## src/rtl/memory_access_pkg.sv

```systemverilog
// Shared ISA definitions for the memory stage: funct3 encodings, FSM states,
// the MEM/WB register layout and access-size decode.
package memory_access_pkg;

    localparam logic [2:0] F3_LB  = 3'b000;
    localparam logic [2:0] F3_LH  = 3'b001;
    localparam logic [2:0] F3_LW  = 3'b010;
    localparam logic [2:0] F3_LBU = 3'b100;
    localparam logic [2:0] F3_LHU = 3'b101;
    localparam logic [2:0] F3_SB  = 3'b000;
    localparam logic [2:0] F3_SH  = 3'b001;
    localparam logic [2:0] F3_SW  = 3'b010;

    typedef enum logic {
        IDLE,
        WAIT
    } mem_state_t;

    typedef enum logic [1:0] {
        SZ_B,
        SZ_H,
        SZ_W
    } mem_size_t;

    typedef struct packed {
        logic        valid;
        logic        mem_data_select;
        logic [31:0] alu_result;
        logic [31:0] data_result;
        logic [4:0]  rd;
        logic        reg_write;
    } mem_wb_t;

    // Encodings that are not defined for the access direction fall back to a word.
    function automatic mem_size_t decode_size(input logic [2:0] funct3, input logic is_store);
        mem_size_t size;
        size = SZ_W;
        if (is_store) begin
            case (funct3)
                F3_SB:   size = SZ_B;
                F3_SH:   size = SZ_H;
                F3_SW:   size = SZ_W;
                default: size = SZ_W;
            endcase
        end else begin
            case (funct3)
                F3_LB, F3_LBU: size = SZ_B;
                F3_LH, F3_LHU: size = SZ_H;
                F3_LW:         size = SZ_W;
                default:       size = SZ_W;
            endcase
        end
        return size;
    endfunction

endpackage

```

## src/rtl/memory_access_load_align.sv

```systemverilog
// Load-data lane extraction and sign/zero extension for the memory stage.
module memory_access_load_align
    import memory_access_pkg::*;
(
    input  logic [31:0] i_rdata,
    input  logic [1:0]  i_off,
    input  logic [2:0]  i_funct3,
    output logic [31:0] o_data
);

    logic [7:0]  w_byte;
    logic [15:0] w_half;

    assign w_byte = i_rdata[{i_off, 3'b000} +: 8];
    assign w_half = i_rdata[{i_off[1], 4'b0000} +: 16];

    // funct3[2] marks the unsigned variants for byte and half loads.
    always_comb begin
        o_data = i_rdata;
        case (decode_size(i_funct3, 1'b0))
            SZ_B:    o_data = i_funct3[2] ? {24'h0, w_byte} : {{24{w_byte[7]}}, w_byte};
            SZ_H:    o_data = i_funct3[2] ? {16'h0, w_half} : {{16{w_half[15]}}, w_half};
            default: o_data = i_rdata;
        endcase
    end

endmodule

```

## src/rtl/memory_access.sv

```systemverilog
// RV32I memory stage: issues data-bus accesses, aligns load data, flags
// misaligned and timed-out accesses, and drives the MEM/WB register.
module memory_access
    import memory_access_pkg::*;
#(
    parameter int TIMEOUT_CYCLES = 255,
    parameter int XLEN           = 32
) (
    input  logic            clk,
    input  logic            reset_n,
    input  logic            ex_valid,
    input  logic            ex_mem_read,
    input  logic            ex_mem_write,
    input  logic [2:0]      ex_funct3,
    input  logic [XLEN-1:0] ex_alu_result,
    input  logic [XLEN-1:0] ex_store_data,
    input  logic [4:0]      ex_rd,
    input  logic            ex_reg_write,
    output logic            stall,
    output logic            dmem_req,
    output logic            dmem_we,
    output logic [XLEN-1:0] dmem_addr,
    output logic [XLEN-1:0] dmem_wdata,
    output logic [3:0]      dmem_wstrb,
    input  logic            dmem_ready,
    input  logic [XLEN-1:0] dmem_rdata,
    output logic            wb_valid,
    output logic            wb_mem_data_select,
    output logic [XLEN-1:0] wb_alu_result,
    output logic [XLEN-1:0] wb_data_result,
    output logic [4:0]      wb_rd,
    output logic            wb_reg_write,
    output logic            misaligned,
    output logic            bus_error
);

    localparam int CW = $clog2(TIMEOUT_CYCLES + 1);

    mem_state_t  r_state;
    mem_state_t  w_state_next;
    logic [CW-1:0] r_count;
    logic [CW-1:0] w_count_next;
    mem_wb_t     r_wb;
    mem_wb_t     w_wb_next;
    logic        r_misaligned;
    logic        r_bus_error;

    logic        w_mem_op;
    logic        w_is_store;
    logic        w_is_load;
    logic [1:0]  w_off;
    mem_size_t   w_size;
    logic        w_misaligned;
    logic        w_timeout;
    logic        w_req;
    logic        w_stall;
    logic [31:0] w_wdata;
    logic [3:0]  w_wstrb;
    logic [31:0] w_load_data;

    assign w_mem_op   = ex_valid && (ex_mem_read || ex_mem_write);
    assign w_is_store = ex_mem_write;
    assign w_is_load  = ex_mem_read && !ex_mem_write;
    assign w_off      = ex_alu_result[1:0];
    assign w_size     = decode_size(ex_funct3, w_is_store);

    assign w_misaligned = w_mem_op &&
                          (((w_size == SZ_H) && w_off[0]) || ((w_size == SZ_W) && (w_off != 2'b00)));

    always_comb begin
        w_wdata = ex_store_data;
        w_wstrb = 4'b1111;
        case (w_size)
            SZ_B: begin
                w_wdata = {4{ex_store_data[7:0]}};
                w_wstrb = 4'b0001 << w_off;
            end
            SZ_H: begin
                w_wdata = {2{ex_store_data[15:0]}};
                w_wstrb = 4'b0011 << w_off;
            end
            default: begin
                w_wdata = ex_store_data;
                w_wstrb = 4'b1111;
            end
        endcase
    end

    // Bus fields come straight from EX/MEM, which upstream holds while stalled.
    assign dmem_req   = w_req;
    assign dmem_we    = w_is_store;
    assign dmem_addr  = {ex_alu_result[XLEN-1:2], 2'b00};
    assign dmem_wdata = w_wdata;
    assign dmem_wstrb = w_is_store ? w_wstrb : 4'b0000;
    assign stall      = w_stall;

    memory_access_load_align u_load_align (
        .i_rdata  (dmem_rdata),
        .i_off    (w_off),
        .i_funct3 (ex_funct3),
        .o_data   (w_load_data)
    );

    always_comb begin
        w_state_next = r_state;
        w_count_next = r_count;
        w_req        = 1'b0;
        w_stall      = 1'b0;
        w_timeout    = 1'b0;
        case (r_state)
            IDLE: begin
                w_req = w_mem_op && !w_misaligned;
                if (w_req && !dmem_ready) begin
                    w_stall      = 1'b1;
                    w_state_next = WAIT;
                    w_count_next = CW'(1);
                end
            end
            WAIT: begin
                w_req = 1'b1;
                if (dmem_ready) begin
                    w_state_next = IDLE;
                    w_count_next = '0;
                end else if (r_count == CW'(TIMEOUT_CYCLES)) begin
                    // Abandon: release upstream and let the access fall out as a bubble.
                    w_timeout    = 1'b1;
                    w_state_next = IDLE;
                    w_count_next = '0;
                end else begin
                    w_stall      = 1'b1;
                    w_count_next = r_count + CW'(1);
                end
            end
            default: begin
                w_state_next = IDLE;
                w_count_next = '0;
            end
        endcase
    end

    always_comb begin
        w_wb_next = '0;
        if (!w_stall && ex_valid && !w_misaligned && !w_timeout) begin
            w_wb_next.valid      = 1'b1;
            w_wb_next.reg_write  = ex_reg_write;
            w_wb_next.rd         = ex_rd;
            w_wb_next.alu_result = ex_alu_result;
            if (w_is_load) begin
                w_wb_next.mem_data_select = 1'b1;
                w_wb_next.data_result     = w_load_data;
            end
        end
    end

    always_ff @(posedge clk) begin
        if (!reset_n) begin
            r_state      <= IDLE;
            r_count      <= '0;
            r_wb         <= '0;
            r_misaligned <= 1'b0;
            r_bus_error  <= 1'b0;
        end else begin
            r_state      <= w_state_next;
            r_count      <= w_count_next;
            r_wb         <= w_wb_next;
            r_misaligned <= w_misaligned;
            r_bus_error  <= w_timeout;
        end
    end

    assign wb_valid           = r_wb.valid;
    assign wb_mem_data_select = r_wb.mem_data_select;
    assign wb_alu_result      = r_wb.alu_result;
    assign wb_data_result     = r_wb.data_result;
    assign wb_rd              = r_wb.rd;
    assign wb_reg_write       = r_wb.reg_write;
    assign misaligned         = r_misaligned;
    assign bus_error          = r_bus_error;

endmodule

```

## config.mk

```make
export PLATFORM = sky130hd
export DESIGN_NAME = memory_access
export DESIGN_NICKNAME = d
export VERILOG_FILES = /design/src/rtl/memory_access_pkg.sv /design/src/rtl/memory_access_load_align.sv /design/src/rtl/memory_access.sv
export SDC_FILE = /design/constraint.sdc
export NUM_CORES = 1
export LEC_CHECK = 0
export ABC_CLOCK_PERIOD_IN_PS = 5600
export BUFFER_PORTS_ARGS = -buffer_cell sky130_fd_sc_hd__buf_4
export CORE_AREA = 2 2 99 101
export DETAILED_ROUTE_END_ITERATION = 8
export DIE_AREA = 0 0 101 103
export GPL_ROUTABILITY_DRIVEN = 0
export PLACE_DENSITY_LB_ADDON = 0.2
export SLEW_MARGIN = 5
export SYNTH_ARGS = -nofsm -noshare
export SYNTH_HDL_FRONTEND = slang
export SYNTH_SLANG_ARGS = --single-unit
```

## constraint.sdc

```tcl
create_clock -name clk -period 5.6 [get_ports clk]
set_clock_uncertainty 0.1 [all_clocks]
set_input_delay 1.12 -clock clk [delete_from_list [all_inputs] [get_ports clk]]
set_output_delay 1.12 -clock clk [all_outputs]
set_load 0.02 [all_outputs]
```

Word level (Yosys, flattened, before mapping)
Index checks and enable logic that the tools add are counted.
{"block": "word_totals", "input_bits": 111, "elab_cells": 73, "reg_bits": 83}
{"block": "op_classes", "eq_ne": 8, "add_sub_neg": 1, "reduce_logical": 25, "shift": 4, "bitwise": 1, "mux": 24}
{"op": "$pmux W32 S2", "n": 2}
{"op": "$mux W32", "n": 3}
{"op": "$mux W72", "n": 1}
{"op": "$shiftx A32 B6 Y16", "n": 1}
{"op": "$shiftx A32 B6 Y8", "n": 1}
{"op": "$mux W8", "n": 3}
{"op": "$pmux W8 S2", "n": 1}
{"op": "$logic_and A1 B1 Y1", "n": 10}
{"op": "$add A8 B1 Y8 const B", "n": 1}
{"op": "$eq A8 B8 Y1 const B", "n": 1}
{"op": "$pmux W2 S2", "n": 2}
{"op": "$pmux W4 S2", "n": 1}
{"op": "$mux W1", "n": 7}
{"op": "$eq A3 B3 Y1 const B", "n": 2}
{"op": "$logic_not A1 Y1", "n": 5}
{"op": "$eq A2 B1 Y1 const B", "n": 2}
{"op": "$logic_not A2 Y1", "n": 2}
{"op": "$mux W4", "n": 1}
{"op": "$pmux W1 S2", "n": 2}
{"op": "$reduce_or A2 Y1", "n": 2}
{"op": "$shl A1 B2 Y4 const A", "n": 1}
{"op": "$shl A2 B2 Y4 const A", "n": 1}
{"op": "$eq A3 B1 Y1 const B", "n": 1}
{"op": "$logic_not A3 Y1", "n": 1}
{"op": "other kinds (8)", "n": 9}

Longest topological paths before layout
{"block": "depth", "word_depth": 18, "mapped_depth": 7, "depth_no_buf": 5}

By module
From an unflattened synthesis, not the netlist that was laid out.
{"block": "unflattened", "hier_cells": 414, "hier_area_um2": 4023.9}
{"mod": "memory_access", "area_each_um2": 3300.7, "seq_area_each_um2": 1661.6, "instances": 1, "cells_each": 317}
{"mod": "memory_access_load_align", "area_each_um2": 723.2, "seq_area_each_um2": 0.0, "instances": 1, "cells_each": 97}

Worst setup path after synthesis
No wires, ideal clock.
{"block": "synth_path", "path_type": "input to output", "from": "input port ex_funct3[0]", "to": "output port dmem_wstrb[3]", "arrival_time_ps": 2455, "path_slack_ps": 1925, "n_path_buf": 2, "stages": 4, "required_time_ps": 4380, "cell_sequence": "clkbuf_1 clkbuf_1 o21ai_0 a21boi_0"}
{"block": "synth_between", "elab_chain_cells": 7, "elab_cells_between_ends": 13, "classes_between": "eq/ne: 4; mux: 5; reduce/logical: 4"}
{"element": "start: declaration", "line": "memory_access.sv:14", "source": "input logic [2:0] ex_funct3,"}
{"element": "$eq A3 B1 Y1 (tied with other cells)", "line": "memory_access_pkg.sv:39, memory_access_pkg.sv:46"}
{"element": "$reduce_or A2 Y1", "line": "memory_access_pkg.sv:46", "source": "case (funct3)"}
{"element": "$pmux W2 S2", "line": "memory_access_pkg.sv:46"}
{"element": "$mux W2 *", "line": "memory_access_pkg.sv:38", "source": "if (is_store) begin"}
{"element": "$eq A2 B1 Y1 or $logic_not A2 Y1 (tied branches)", "line": "memory_access.sv:73", "source": "case (w_size)"}
{"element": "$pmux W4 S2 *", "line": "memory_access.sv:73"}
{"element": "$mux W4 *", "line": "memory_access.sv:94", "source": "assign dmem_wstrb = w_is_store ? w_wstrb : 4'b0000;"}
{"element": "end: declaration", "line": "memory_access.sv:24", "source": "output logic [3:0] dmem_wstrb,"}
Every way passes the cells marked *; elsewhere a longest branch is shown, timed or not.

Worst setup path in the final report
{"block": "layout_path", "from": "input port ex_funct3[1]", "to": "output port dmem_wdata[8]"}
{"block": "layout_between", "elab_chain_cells": 6, "elab_cells_between_ends": 12, "classes_between": "eq/ne: 4; mux: 4; reduce/logical: 4"}
{"element": "$eq A3 B1 Y1 (tied with other cells)", "line": "memory_access_pkg.sv:39, memory_access_pkg.sv:46"}
{"element": "$reduce_or A2 Y1", "line": "memory_access_pkg.sv:46"}
{"element": "$pmux W2 S2", "line": "memory_access_pkg.sv:46"}
{"element": "$mux W2 *", "line": "memory_access_pkg.sv:38"}
{"element": "$eq A2 B1 Y1 or $logic_not A2 Y1 (tied branches)", "line": "memory_access.sv:73"}
{"element": "$pmux W32 S2 *", "line": "memory_access.sv:73"}
{"element": "end: declaration", "line": "memory_access.sv:23", "source": "output logic [XLEN-1:0] dmem_wdata,"}
Marks and branches as above.

==> results.toml <==
[worst_setup_path]
worstSetupPathType = "input port to output port"
reg2reg_slack_ns = 2.59
slowest_delay_ns = 0.40
cp_slowest_cell = "mux2_2"
end_kind = "output port"
worstPathCellList = "buf_4 > a21oi_4 > buf_4 > and2_1 > mux2_2 > buf_4"
worst_ep_arrival_time_ns = 2.81
cp_max_fo = 38
reg2regPathDepth = 6
worstReg2RegEnd = "wb_alu_result[6]"
crit_end = "dmem_wdata[8]"
cp.required_ns = 4.38
startpoint = "ex_funct3[1]"
crit_top_cell = "buf_4"
worstReg2RegStart = "r_count[0]"
worst_setup_path_start_kind = "input port"

[place]
port_buffers = 253
place_hpwl_um = 9460

[yosys]
synth_area_um2 = 3940
syn_area_per_cell_um2 = 9.03
yosysWarningCount = 0
seq_area_frac_synth = 0.422
synthAdderAreaFrac = 0.00318
synth_compound_area_frac = 0.148
synth_seq_cells = 83
synth_xor_area_frac = 0
synthArstFlopShare = 0
synthCells = 436
synthSimpleGateAreaFrac = 0.209
synth_top_family_by_area = "simple AND/OR/NAND/NOR gates"
synth_edf_count = 0
synth_cell_types = 48
dominantRegCellSynth = "dfxtp_1"
synthMuxAreaShare = 0.0950

[clock_tree]
clkSinkCount = 83
insertion_delay_ns = 0.35
h-tree-depth = 3
cts.clk_slew.worst_paths_ns = 0.08
cts_buffers = 9
post_cts_resize_count = 0
cts_setup_buffers = 0
cts_tree = "done"
ctsHoldBuffers = 0
max-clock-path-buffers = 2
clock-root-buffer = "clkbuf_8"

[timing]
worstMarginPinSlew_ns = 1.18
fin_crit_ns = 4.03
maxSlewHeadroom = 0.210
fin_setup_tns_ns = 0
rsz0062_at_grt = "no"
clock.fmax_mhz = 248
finalSetupViolations = 0
hold_viol = 0
fin_crit_sh = 0.719
drv_slew = 0

[floorplanning]
die_h_um = 103
start_util = 0.416
dieArea_um2 = 10400
num_rows = 36
io_pins = 256
core_um2 = 9460
die_w_um = 101

[power_and_ir_drop]
power_switching_share = 0.289
worst_ir_drop_vdd_v = 0.000101
p_switching_w = 0.000377
clkPwrFrac = 0.279
power.internal_w = 0.000930
combPwrFrac = 0.252
finalPower_w = 0.00131
power_density_nw_per_um2 = 228
p_leak_nw = 2.61
power_frac_seq = 0.468

[layout]
drive_gt1_frac = 0.463
nets = 742
mostFrequentLayoutCells = "buf_4 (256), dfxtp_1 (83), nor3b_1 (39)"
final.fill_count = 838
area_delta_synth_final_pct = 45.4
layout_commonest_cell = "buf_4"
antennaDiodeCount = 0

[routing]
ant_nets = 0
wirelength_um = 12000
avgRoutedWirePerCell_um = 16.1
firstDrtPassIters = 5
drcViolationCount = 0
avgViaCountPerCell = 5.23
first_iter_violations = 157
vias = 3909

[grt]
first_global_vias = 3573
antenna_found_initial = 0
grt_max_degree = 74
grt_pass1_wl_um = 17700
grt.total_usage = 0.221
gr-total-overflow = 0

[min_path]
worstHoldStart = "r_count[1]"
hp-class = "flip-flop to flip-flop"

[outcome]
run_status = "complete, no violations"

[job]
cap_violations = 0
## registers in the layout, indices dropped and copies added (netlist names)
register            cells
wb_alu_result          32
r_count                 8
wb_mem_data_select      1
wb_valid                1
wb_rd                   5
r_state                 1
wb_data_result         32
wb_reg_write            1
bus_error               1
misaligned              1
## synth_stat cells (2+ instances only)
cell / n / area, um2
o22ai_1: 6 / 37.5
nor4_1: 4 / 25.0
buf_2: 9 / 45.0
a22oi_1: 3 / 22.5
mux2_2: 17 / 191
nor4_2: 2 / 25.0
nor3b_1: 39 / 293
nand2_1: 31 / 116
nand3_1: 6 / 30.0
nand2b_1: 3 / 18.8
o31a_1: 2 / 17.5
nor3_1: 13 / 65.1
a221oi_1: 2 / 17.5
or3_1: 7 / 43.8
a31oi_1: 2 / 12.5
o21a_1: 2 / 15.0
clkbuf_1: 19 / 71.3
inv_1: 6 / 22.5
buf_4: 41 / 308
buf_1: 4 / 15.0
a221o_1: 3 / 30.0
a211oi_1: 17 / 128
and3_1: 4 / 25.0
mux2i_1: 16 / 160
o21ai_0: 18 / 90.1
and2_1: 7 / 43.8
nor2_1: 26 / 97.6
a21o_1: 2 / 15.0
a21oi_1: 22 / 110
dfxtp_1: 83 / 1660
nor2b_1: 3 / 18.8
## power groups by stage
stage,registers [W],logic (W),clock network [W]
2_1_floorplan,0.000646,0.000167,0
3_3_place_gp,0.000625,0.000328,0
4_1_cts,0.000612,0.000332,0.000382
6_report,0.000612,0.000330,0.000365
3_5_place_dp,0.000626,0.000331,0
5_1_grt,0.000613,0.000354,0.000403
## kinds of logic after synthesis
kind of cell	Yosys count
simple gates	148
fa+ha+maj	1
mux	34
buf+inv	81
flops	83
other cells	1
compound gates	88
## worst max-delay path: cells and delay by family
kind	cells	cell delay (ns)
mux	1	0.40
compound gates	1	0.19
simple gates	1	0.39
buf+inv	3	0.69
## how the worst min path moves through the flow
stage	cells after the start	end
floorplan	1	r_count[4]
global placement	1	r_count[6]
detailed placement	1	r_count[6]
CTS	2	r_count[1]
global route	1	r_count[6]
finish	2	r_count[1]
## metal layers
metal  vias to the layer above  GRT usage  routed length, um
met5                         -          0                  0
met3                        19     0.0495                954
met1                      1788      0.239               4470
li1                       1887          -                  -
met2                       215      0.421               6400
met4                         0     0.0832                218
## cell type report
cell class	instances	area (um2)	area share
clock buffer	12	145	0.0254
clock inverter	2	13.8	0.00240
inverter	7	26.3	0.00459
multi-input combinational	273	1810	0.317
sequential	83	1660	0.290
tap	114	143	0.0249
timing repair buffer	256	1920	0.336
## through the flow
step / util / hold WS, ns / instances / instance area, um2 / worst slack (ns)
floorplan: - / 0.361 / 437 / 3940 / 1.93
global placement: 0.588 / 0.382 / 733 / 5570 / 1.63
detailed placement: 0.588 / 0.388 / 733 / 5570 / 1.58
CTS: 0.605 / 0.403 / 747 / 5720 / 1.57
global route: 0.605 / 0.451 / 747 / 5720 / 1.48
finish: 0.605 / 0.407 / 747 / 5720 / 1.57
(Power assumes the default switching activity.)
